### config.mk
export PLATFORM = sky130hd
export DESIGN_NAME = lif_scheduler
export DESIGN_NICKNAME = d
export VERILOG_FILES = /design/src/rtl/lif_scheduler.sv
export SDC_FILE = /design/constraint.sdc
export NUM_CORES = 1
export LEC_CHECK = 0
export ABC_CLOCK_PERIOD_IN_PS = 9860
export BUFFER_PORTS_ARGS = -buffer_cell sky130_fd_sc_hd__buf_2
export CORE_AREA = 2 2 65 92
export DETAILED_ROUTE_END_ITERATION = 10
export DIE_AREA = 0 0 67 94
export PLACE_DENSITY = 0.83
export SLEW_MARGIN = 25
export SYNTH_ARGS = -nofsm -noshare
export SYNTH_HDL_FRONTEND = slang
export SYNTH_SLANG_ARGS = --single-unit
### constraint.sdc
create_clock -name clk -period 9.86 [get_ports clk]
set_clock_uncertainty 0.05 [all_clocks]
set_input_delay 1.972 -clock clk [delete_from_list [all_inputs] [get_ports clk]]
set_output_delay 1.972 -clock clk [all_outputs]
set_load 0.05 [all_outputs]
### src/rtl/lif_scheduler.sv
// Time-multiplexed leaky integrate-and-fire scheduler: one shared 8-bit update datapath walks
// N_NEURONS membranes per timestep. Optional refractory behaviour via `define LIF_REFRACTORY_EN.
module lif_scheduler #(
  parameter int N_NEURONS = 4,
  parameter int THRESHOLD = 128,
  parameter int WEIGHT    = 64,
  localparam int IW = (N_NEURONS > 1) ? $clog2(N_NEURONS) : 1
) (
  input  logic                 clk,
  input  logic                 rst,
  input  logic [7:0]           current,
  input  logic [2:0]           beta,
  input  logic                 start,
  output logic                 busy,
  output logic                 done,
  output logic [N_NEURONS-1:0] spikes,
  input  logic [IW-1:0]        rd_idx,
  output logic [7:0]           rd_data,
  output logic [1:0]           dbg_state
);

  // Handshake: start is sampled only in IDLE; busy covers UPDATE and DONE;
  // done is a one-cycle pulse in DONE, and spikes are valid from that cycle on.
  typedef enum logic [1:0] {
    S_IDLE   = 2'd0,
    S_UPDATE = 2'd1,
    S_DONE   = 2'd2
  } state_t;

  localparam logic [7:0]    TH8  = 8'(THRESHOLD);
  localparam logic [7:0]    W8   = 8'(WEIGHT);
  localparam logic [IW-1:0] LAST = IW'(N_NEURONS - 1);

  state_t               state, state_n;
  logic [IW-1:0]        idx;
  logic [7:0]           cur_q;
  logic [2:0]           beta_q;
  logic [7:0]           mem [N_NEURONS];
  logic [N_NEURONS-1:0] work_spk, work_next;

  logic [7:0] mem_cur, decay, inj, sum_sat, new_mem;
  logic [8:0] sum9;
  logic       fire;

  assign busy      = (state != S_IDLE);
  assign done      = (state == S_DONE);
  assign dbg_state = state;

  always_ff @(posedge clk or posedge rst) begin
    if (rst) state <= S_IDLE;
    else     state <= state_n;
  end

  always_comb begin
    state_n = state;
    case (state)
      S_IDLE:   if (start) state_n = S_UPDATE;
      S_UPDATE: if (idx == LAST) state_n = S_DONE;
      S_DONE:   state_n = S_IDLE;
      default:  state_n = S_IDLE;
    endcase
  end

  // Shared per-neuron update; the input of neuron idx>0 comes from this timestep's spike of idx-1.
  always_comb begin
    mem_cur = mem[idx];
    decay   = mem_cur >> beta_q;
    if (idx == '0)                   inj = cur_q;
    else if (work_spk[idx - IW'(1)]) inj = W8;
    else                             inj = 8'd0;
    sum9    = {1'b0, decay} + {1'b0, inj};
    sum_sat = sum9[8] ? 8'hFF : sum9[7:0];
    fire    = (sum_sat >= TH8);
    new_mem = fire ? (sum_sat - TH8) : sum_sat;
`ifdef LIF_REFRACTORY_EN
    if (spikes[idx]) begin
      fire    = 1'b0;
      new_mem = 8'd0;
    end
`endif
    work_next      = work_spk;
    work_next[idx] = fire;
  end

  always_ff @(posedge clk or posedge rst) begin
    if (rst) begin
      idx      <= '0;
      cur_q    <= '0;
      beta_q   <= '0;
      work_spk <= '0;
      spikes   <= '0;
      for (int i = 0; i < N_NEURONS; i++) mem[i] <= '0;
    end else begin
      case (state)
        S_IDLE: begin
          if (start) begin
            cur_q    <= current;
            beta_q   <= beta;
            idx      <= '0;
            work_spk <= '0;
          end
        end
        S_UPDATE: begin
          mem[idx] <= new_mem;
          work_spk <= work_next;
          if (idx == LAST) spikes <= work_next;
          else             idx    <= idx + IW'(1);
        end
        default: idx <= '0;
      endcase
    end
  end

  always_comb begin
    rd_data = 8'd0;
    if (int'(rd_idx) < N_NEURONS) rd_data = mem[rd_idx];
  end

endmodule

Word level (Yosys, flattened, before mapping). Cells that the tools add are included.

Logic and storage cells: 67. Bits in latches: 0. Output and inout bits: 16. RAM bits: 0. Input port bits: 16. Bits in read-only memories: 0. Register bits: 55. Memories kept: 0.

Shift-type cells: 1. Mux-type cells: 26. Div/mod/pow operators: 0. $mul: 0. Eq/ne operators: 6. Add/subtract/negate cells: 4. Bitwise operators: 2. $lt $le $gt $ge: 7. Reductions and logical operators: 11.

Operators with widths (count): $mux 8 (8); $bmux 8 s2 (2); $bwmux 32 (1); $demux 8 s2 (1); $reduce_and 2->1 (5); $add 8x8->9 (1); $ge 8x8->1 const B (1); $mux 2 (4); $pmux 2 s2 (2); $pmux 4 s2 (1); $shr 8x3->8 (1); $sub 8x8->8 const B (1); $mux 7 (1); $ge 3x3->1 const B (2); $lt 2x3->1 const B (2); $ne 2x2->1 const B (3); $not 2->3 (2); $bwmux 4 (1); $eq 2x2->1 const B (2); $logic_not 2->1 (2); $mux 4 (1); $reduce_bool 2->1 (2); $lt 3x1->1 const B (1); $add 2x1->2 const B (1); 7 further kinds (9).

Depth between registers and ports, before layout. Gate-level depths: netlist (run 1).

Word-level depth: 10. Gate-level depth with buffers: 15. Depth with buffers taken out: 12.

Worst setup path after synthesis (run 1). OpenSTA, ideal clock, no wires.

Path kind: input port to output port. From: in rd_idx[0]. To: out rd_data[0]. Required time: 7838 ps. Arrival time: 3116 ps. Setup slack: 4722 ps. Stages: 2. Cells stage by stage: clkbuf_1 -> mux4_2.

Cells in the longest elaborated chain, start to end: 4.

Ends and longest elaborated chain: from (decl) (line 17) `input logic [IW-1:0] rd_idx,`; $not 2->3 (implied by the code) (line 116) `if (int'(rd_idx) < N_NEURONS) rd_data = mem[rd_idx];`; $bmux 8 s2 (line 116); $mux 8 (implied by the code) (2 in a row) (line 116); to (decl) (line 18) `output logic [7:0] rd_data,`.

Every way passes these cells. The select of a mux whose other input is x is not followed.

Worst setup path after layout (run 1).
From: in rd_idx[0]. To: out rd_data[3].

The elaborated chain is that of the path after synthesis.

==> flow_metrics.py, run 1 <==
metrics = {
    "critical_path": {
        "cp_slowest_cell": "mux4_2",
        "cp-end-kind": "output port",
        "critPathLaunchType": "input port",
        "path_cells": "buf_2 > mux4_2 > buf_2",
        "arrival_ns": 3.03,
        "worstPathMaxFanout": 8,
        "path_class": "in2out",
        "r2r_cells": 11,
        "worstPathRequired_ns": 7.84,
        "crit_path_max_incr_delay_ns": 0.56,
        "reg2reg_from": "idx[0]$_DFFE_PP0P_",
        "r2r_slack_ns": 5.66,
        "r2r_end": "work_spk[1]$_DFFE_PP0P_",
        "path_common_cell": "buf_2",
    },
    "sta": {
        "fin_crit_sh_pct": 51.2,
        "relSlewSlack_pct": 38.7,
        "rsz0062_at_grt": "false",
        "min_period_ns": 5.05,
        "final-setup-viol-count": 0,
        "worstMarginPinSlew_ns": 0.916,
        "report.final.hold_viol_count": 0,
        "drv_slew": 0,
        "finalSetupTns_ns": 0,
        "fmax_ghz": 0.198,
    },
    "clocking": {
        "cts_resized": 0,
        "clk_latency_ns": 0.31,
        "cts_buffers": 5,
        "hold_buffers": 0,
        "clk_pin_slew_ns": 0.10,
        "clkSinkCount": 55,
        "clk_path_buf_depth": 2,
        "htree_levels": 2,
        "cts_setup_buffers": 0,
        "cts_root_buf": "clkbuf_8",
        "cts_tree": "done",
    },
    "finish": {
        "areaGrowthSynthToFinish_pct": 6.94,
        "nFillCells": 445,
        "num_antenna_cells": 0,
        "final_nets": 376,
        "drive_above_1_share_pct": 23.9,
    },
    "drt": {
        "routed_via_density": 6.35,
        "dr.max_layer_used": "met4",
        "drt-total-wl_mm": 7.64,
        "wl_met1_mm": 3.00,
        "drt_iter0_markers": 123,
        "vias": 2642,
        "first_pass_iters": 4,
        "drc_errors": 0,
        "met3_length_um": 372,
        "detail-route-antenna-nets": 0,
        "met2_length_mm": 3.99,
        "wl_per_cell_um": 18.4,
    },
    "yosys": {
        "ys_async_sr_fraction_pct": 100,
        "ys_ff_latch": 55,
        "syn-num-nets": 358,
        "syn_inst": 329,
        "syn_avg_cell_area_um2": 10.4,
        "syn_area_um2": 3430,
        "ys.flop_type": "dfrtp_1",
        "synth_warnings": 0,
        "synth_edf_count": 0,
        "yosysSeqAreaShare_pct": 40.2,
        "ys_types": 47,
    },
    "die": {
        "io_pins": 32,
        "die_area_um2": 6300,
        "core-area_um2": 5450,
        "num_rows": 32,
        "start_util_pct": 62.9,
        "die_w_um": 67,
        "fp.dieH_um": 94,
    },
    "hold_path": {
        "hold_depth": 2,
        "hold_start": "spikes[0]$_DFFE_PP0P_",
        "hold_class": "reg2reg",
        "worstHoldEndpoint": "spikes[0]$_DFFE_PP0P_",
    },
    "global_route": {
        "grt_usage_pct": 27.4,
        "grt_max_degree": 56,
        "antenna_found_initial": 0,
        "grt_overflow": 0,
        "grt_pass1_wl_mm": 12.8,
        "grt_pass1_vias": 2617,
    },
    "run": {
        "cap_violations": 0,
    },
    "place": {
        "gp_congestion": 0.852,
        "io_buffers": 31,
        "hpwl_mm": 5.58,
    },
    "status": {
        "status": "completed",
    },
}
## cell usage in the layout (no fill, tap or decap), types with 2 or more instances in the layout
cell type and n:
ha_1 12, a211oi_1 4, o21ai_1 4, mux2_2 14, a311oi_1 3, nand3_1 2, buf_2 31, nand2_1 51
nand2b_1 4, nor3_1 7, nor2b_1 2, nor3b_1 3, a21oi_1 17, and3_1 2, mux2i_1 3, o21ai_0 33
mux4_2 24, a21boi_0 2, and2_1 11, inv_1 8, nor2_1 24, a221o_1 2, clkbuf_8 6, dfrtp_1 55
## layer usage
| metal | vias to the layer above | GRT usage [%] |
|---|---|---|
| li1 | 1229 | - |
| met1 | 1314 | 35.5 |
| met2 | 79 | 44.8 |
| met3 | 20 | 3.48 |
| met4 | 0 | 13.9 |
| met5 | - | 0 |
## through the flow
step	hold WS (ns)	setup slack, ns	area, µm²	cells	utilization [%]
after floorplan	0.411	4.72	3430	329	-
after global placement	0.426	4.84	3560	408	65.5
after detailed placement	0.429	4.80	3560	408	65.5
after CTS	0.452	4.80	3660	416	67.3
after global routing	0.478	4.77	3660	416	67.3
final	0.452	4.81	3660	416	67.3
## cell usage after synthesis (3+ instances only)
library cell	count	area [µm²]
mux2i_1	3	30.0
dfrtp_1	55	1380
clkbuf_1	12	45.0
nand2b_1	4	25.0
a211oi_1	4	30.0
nand2_1	51	191
a311oi_1	3	26.3
buf_2	3	15.0
nor3b_1	3	22.5
and2_1	11	68.8
o21ai_1	4	20.0
a21oi_1	17	85.1
mux4_2	24	541
nor2_1	24	90.1
o21ai_0	33	165
buf_4	3	22.5
ha_1	12	150
inv_1	9	33.8
mux2_2	14	158
nor3_1	7	35.0
## worst max-delay path, delay by kind of cell
family	cells	cell delay (ns)
buffers and inverters	2	0.49
multiplexers	1	0.56
## logic make-up after synthesis
group	share of synthesized area, %
simple gates	15.1
compound gates	14.1
flops	40.2
mux	21.3
buf+inv	4.16
fa+ha+maj	4.97
xor+xnor	0.256
## worst max path at each step
stage,startpoint,endpoint,cells after the start
5_1_grt,rd_idx[0],rd_data[6],3
3_3_place_gp,rd_idx[0],rd_data[7],3
6_report,rd_idx[0],rd_data[3],3
2_1_floorplan,rd_idx[0],rd_data[0],2
4_1_cts,rd_idx[0],rd_data[3],3
3_5_place_dp,rd_idx[0],rd_data[3],3
## flip-flops by register name, indices dropped and copies added (netlist names)
name	flops
beta_q	3
spikes	4
work_spk	4
idx	2
cur_q	8
mem	32
dbg_state	2
## cell type report
type / instances / area, µm² / area share [%]
Clock buffer: 6 / 82.6 / 2.25
Clock inverter: 2 / 16.3 / 0.444
Tap cell: 68 / 85.1 / 2.32
Timing Repair Buffer: 32 / 163 / 4.44
Inverter: 9 / 33.8 / 0.922
Multi-Input combinational cell: 244 / 1910 / 52.0
Sequential cell: 55 / 1380 / 37.6
Power of run 1 is left out: the tool's default activity adds up to more than one toggle a clock period on the data nets, which glitch-free logic cannot reach.
==> run 2, diff against run 1 <==
Settings changed: ABC_AREA set to 1, ABC_CLOCK_PERIOD_IN_PS 9860 to 4500, CORE_AREA 2 2 65 92 to 2 2 70 99, DIE_AREA 0 0 67 94 to 0 0 72 101, PLACE_DENSITY 0.83 to 0.74.
Clock period 9.86 ns to 4.5 ns, I/O delays scaled along.
==> run 2 against run 1 <==
Count of clock-buffer cells in the layout did not move. Register-to-register slack lost 4.6 ns. Final area shrank 0.65%. Non-clock buffer count rose by 1.
==> flow_metrics.py, run 2 <==
metrics = {
    "status": {
        "status": "completed",
    },
    "clocking": {
        "cts_setup_buffers": 0,
        "clk_path_buf_depth": 2,
        "clkSinkCount": 55,
        "cts_buffers": 5,
        "clk_latency_ns": 0.31,
        "cts_tree": "done",
        "cts_resized": 0,
        "cts_root_buf": "clkbuf_8",
        "hold_buffers": 0,
        "clk_pin_slew_ns": 0.10,
        "htree_levels": 2,
    },
    "finish": {
        "reg_top3": "mem (32), cur_q (8)",
        "largest_register": "mem",
        "final_nets": 543,
        "drive_above_1_share_pct": 11.1,
        "seq_area_um2": 1380,
        "areaGrowthSynthToFinish_pct": 8.99,
        "num_antenna_cells": 0,
        "largest_register_ff_count": 32,
        "final_cell_area_um2": 3640,
        "layout_commonest_cell": "nand2_1",
        "nFillCells": 636,
        "most-common-layout-cells": "220 x nand2_1, 55 x dfrtp_1, 37 x inv_1, 34 x o21ai_0",
        "multi_input_area_um2": 1730,
    },
    "drt": {
        "drt_iter0_markers": 264,
        "drc_errors": 0,
        "routed_via_density": 5.44,
        "vias": 3205,
        "wl_per_cell_um": 14.3,
        "detail-route-antenna-nets": 0,
        "drt-total-wl_mm": 8.41,
        "first_pass_iters": 5,
    },
    "pwr": {
        "total_power_w": 0.00310,
        "pwr_density_cell_nw_per_um2": 851,
        "leakage_nw": 2.08,
        "peakVddDrop_uv": 371,
    },
    "global_route": {
        "grt_pass1_vias": 2974,
        "grt_pass1_wl_mm": 14.3,
        "grt_usage_pct": 25.1,
        "grt_max_degree": 56,
        "antenna_found_initial": 0,
        "grt_overflow": 0,
    },
    "yosys": {
        "synth_commonest_cells": "220 x nand2_1, 55 x dfrtp_1, 38 x inv_1",
        "yosysMostFrequentCell": "nand2_1",
        "synth_edf_count": 0,
        "ys_async_sr_fraction_pct": 100,
        "ys_types": 29,
        "synthTopCellsByArea": "dfrtp_1 41%, nand2_1 25%, o21ai_0 5.1%",
        "syn_area_um2": 3340,
        "synth_top_cell_by_area": "dfrtp_1",
        "yosysSeqAreaShare_pct": 41.2,
        "ys.flop_type": "dfrtp_1",
        "ys_ff_latch": 55,
        "syn-num-nets": 515,
        "syn_avg_cell_area_um2": 6.87,
        "syn_inst": 486,
        "synth_top_area_share_pct": 41.2,
        "synth_warnings": 0,
    },
    "critical_path": {
        "r2r_cells": 15,
        "r2r_end": "mem[2]$_DFFE_PP0P_",
        "reg2reg_from": "idx[1]$_DFFE_PP0P_",
        "cp_top_family": "simple AND/OR/NAND/NOR gates",
        "critPathLaunchType": "flop",
        "path_common_cell": "nand2_1",
        "critPathBufInv": 1,
        "crit_path_max_incr_delay_ns": 0.61,
        "cp-end-kind": "flop",
        "cp_slowest_cell": "dfrtp_1",
        "worstPathRequired_ns": 4.66,
        "worstPathMaxFanout": 12,
        "r2r_slack_ns": 1.09,
        "path_cells": "clkinv_1 > nand2_1 > o21ai_1 > nand2_1 > o211ai_1 > nand3_1 > nand2_1 > ha_1 > fa_1 > nand3_1 > nand2_2 > a21oi_4 > o21ai_0 > nand2_1 > nand2_1",
        "arrival_ns": 3.56,
        "path_class": "reg2reg",
    },
    "place": {
        "hpwl_mm": 6.21,
        "io_buffers": 31,
        "dpl_cell_area_um2": 3540,
        "gp_congestion": 0.926,
    },
    "hold_path": {
        "worstHoldEndpoint": "cur_q[3]$_DFFE_PP0P_",
        "hold_depth": 2,
        "hold_class": "reg2reg",
        "hold_start": "cur_q[3]$_DFFE_PP0P_",
    },
    "die": {
        "core-area_um2": 6440,
        "io_pins": 32,
        "fp.dieH_um": 101,
        "start_util_pct": 51.9,
        "die_w_um": 72,
        "num_rows": 35,
        "die_area_um2": 7270,
    },
    "sta": {
        "rsz0062_at_grt": "false",
        "drv_slew": 0,
        "final-setup-viol-count": 0,
        "min_period_ns": 3.41,
        "fmax_ghz": 0.294,
        "fin_crit_sh_pct": 75.7,
        "worstMarginPinSlew_ns": 0.718,
        "fin_hold_ws_ns": 0.430,
        "relSlewSlack_pct": 52.0,
        "report.final.hold_viol_count": 0,
        "finalSetupTns_ns": 0,
    },
    "run": {
        "cap_violations": 0,
    },
}
[run 2: layer usage]
metal / part of all wire (%) / vias up / routed length [µm] / global-route usage [%]
met1: 42 / 1461 / 3500 / 30.9
met3: 5.3 / 30 / 446 / 4.20
met4: 4.7 / 0 / 393 / 13.6
met5: 0 / - / 0 / 0
met2: 48 / 122 / 4080 / 41.5
li1: - / 1592 / - / -
[run 2: worst max path at each step]
stage | from | end | depth (start not counted)
after floorplan | rd_idx[0] | rd_data[5] | 4
after global placement | idx[1]$_DFFE_PP0P_ | mem[26]$_DFFE_PP0P_ | 15
after detailed placement | idx[1]$_DFFE_PP0P_ | mem[2]$_DFFE_PP0P_ | 15
after CTS | idx[1]$_DFFE_PP0P_ | mem[2]$_DFFE_PP0P_ | 15
after global routing | idx[1]$_DFFE_PP0P_ | mem[26]$_DFFE_PP0P_ | 15
final | idx[1]$_DFFE_PP0P_ | mem[2]$_DFFE_PP0P_ | 15
[run 2: worst reg2reg max path: stages (launching register included)]
cell and delay (ns):
dfrtp_1 0.61, clkinv_1 0.42, nand2_1 0.17, o21ai_1 0.11
nand2_1 0.09, o211ai_1 0.10, nand3_1 0.09, nand2_1 0.06
ha_1 0.23, fa_1 0.41, nand3_1 0.11, nand2_2 0.09
a21oi_4 0.25, o21ai_0 0.32, nand2_1 0.14, nand2_1 0.06
[run 2: report_power, final]
part	switching [W]	internal, W
sequential	0.000173	0.000706
clock	0.000168	0.000126
combinational	0.00130	0.000629
total	0.00164	0.00146
[run 2: layout make-up]
cell class	instances	area share [%]
Multi-Input combinational cell	374	47.5
Sequential cell	55	37.8
Inverter	45	4.71
Timing Repair Buffer	33	4.68
Tap cell	74	2.54
Clock buffer	6	2.27
Clock inverter	2	0.447
[run 2: per-stage QoR]
| stage | instances | utilization (%) | setup slack [ns] |
|---|---|---|---|
| after floorplan | 486 | - | 1.40 |
| after global placement | 581 | 55.0 | 1.34 |
| after detailed placement | 581 | 55.0 | 1.18 |
| after CTS | 589 | 56.5 | 1.15 |
| after global routing | 589 | 56.5 | 0.827 |
| final | 589 | 56.5 | 1.09 |
[run 2: logic make-up (layout without fill, tap and decap cells)]
family          Yosys count  after routing  synth area share (%)
fa+ha+maj                13             13                  5.10
buf+inv                  57             86                  6.97
simple gates            303            303                  36.8
flops                    55             55                  41.2
xor+xnor                  2              2                 0.525
compound gates           56             56                  9.40
No activity file was read; power rests on OpenSTA's default activity.
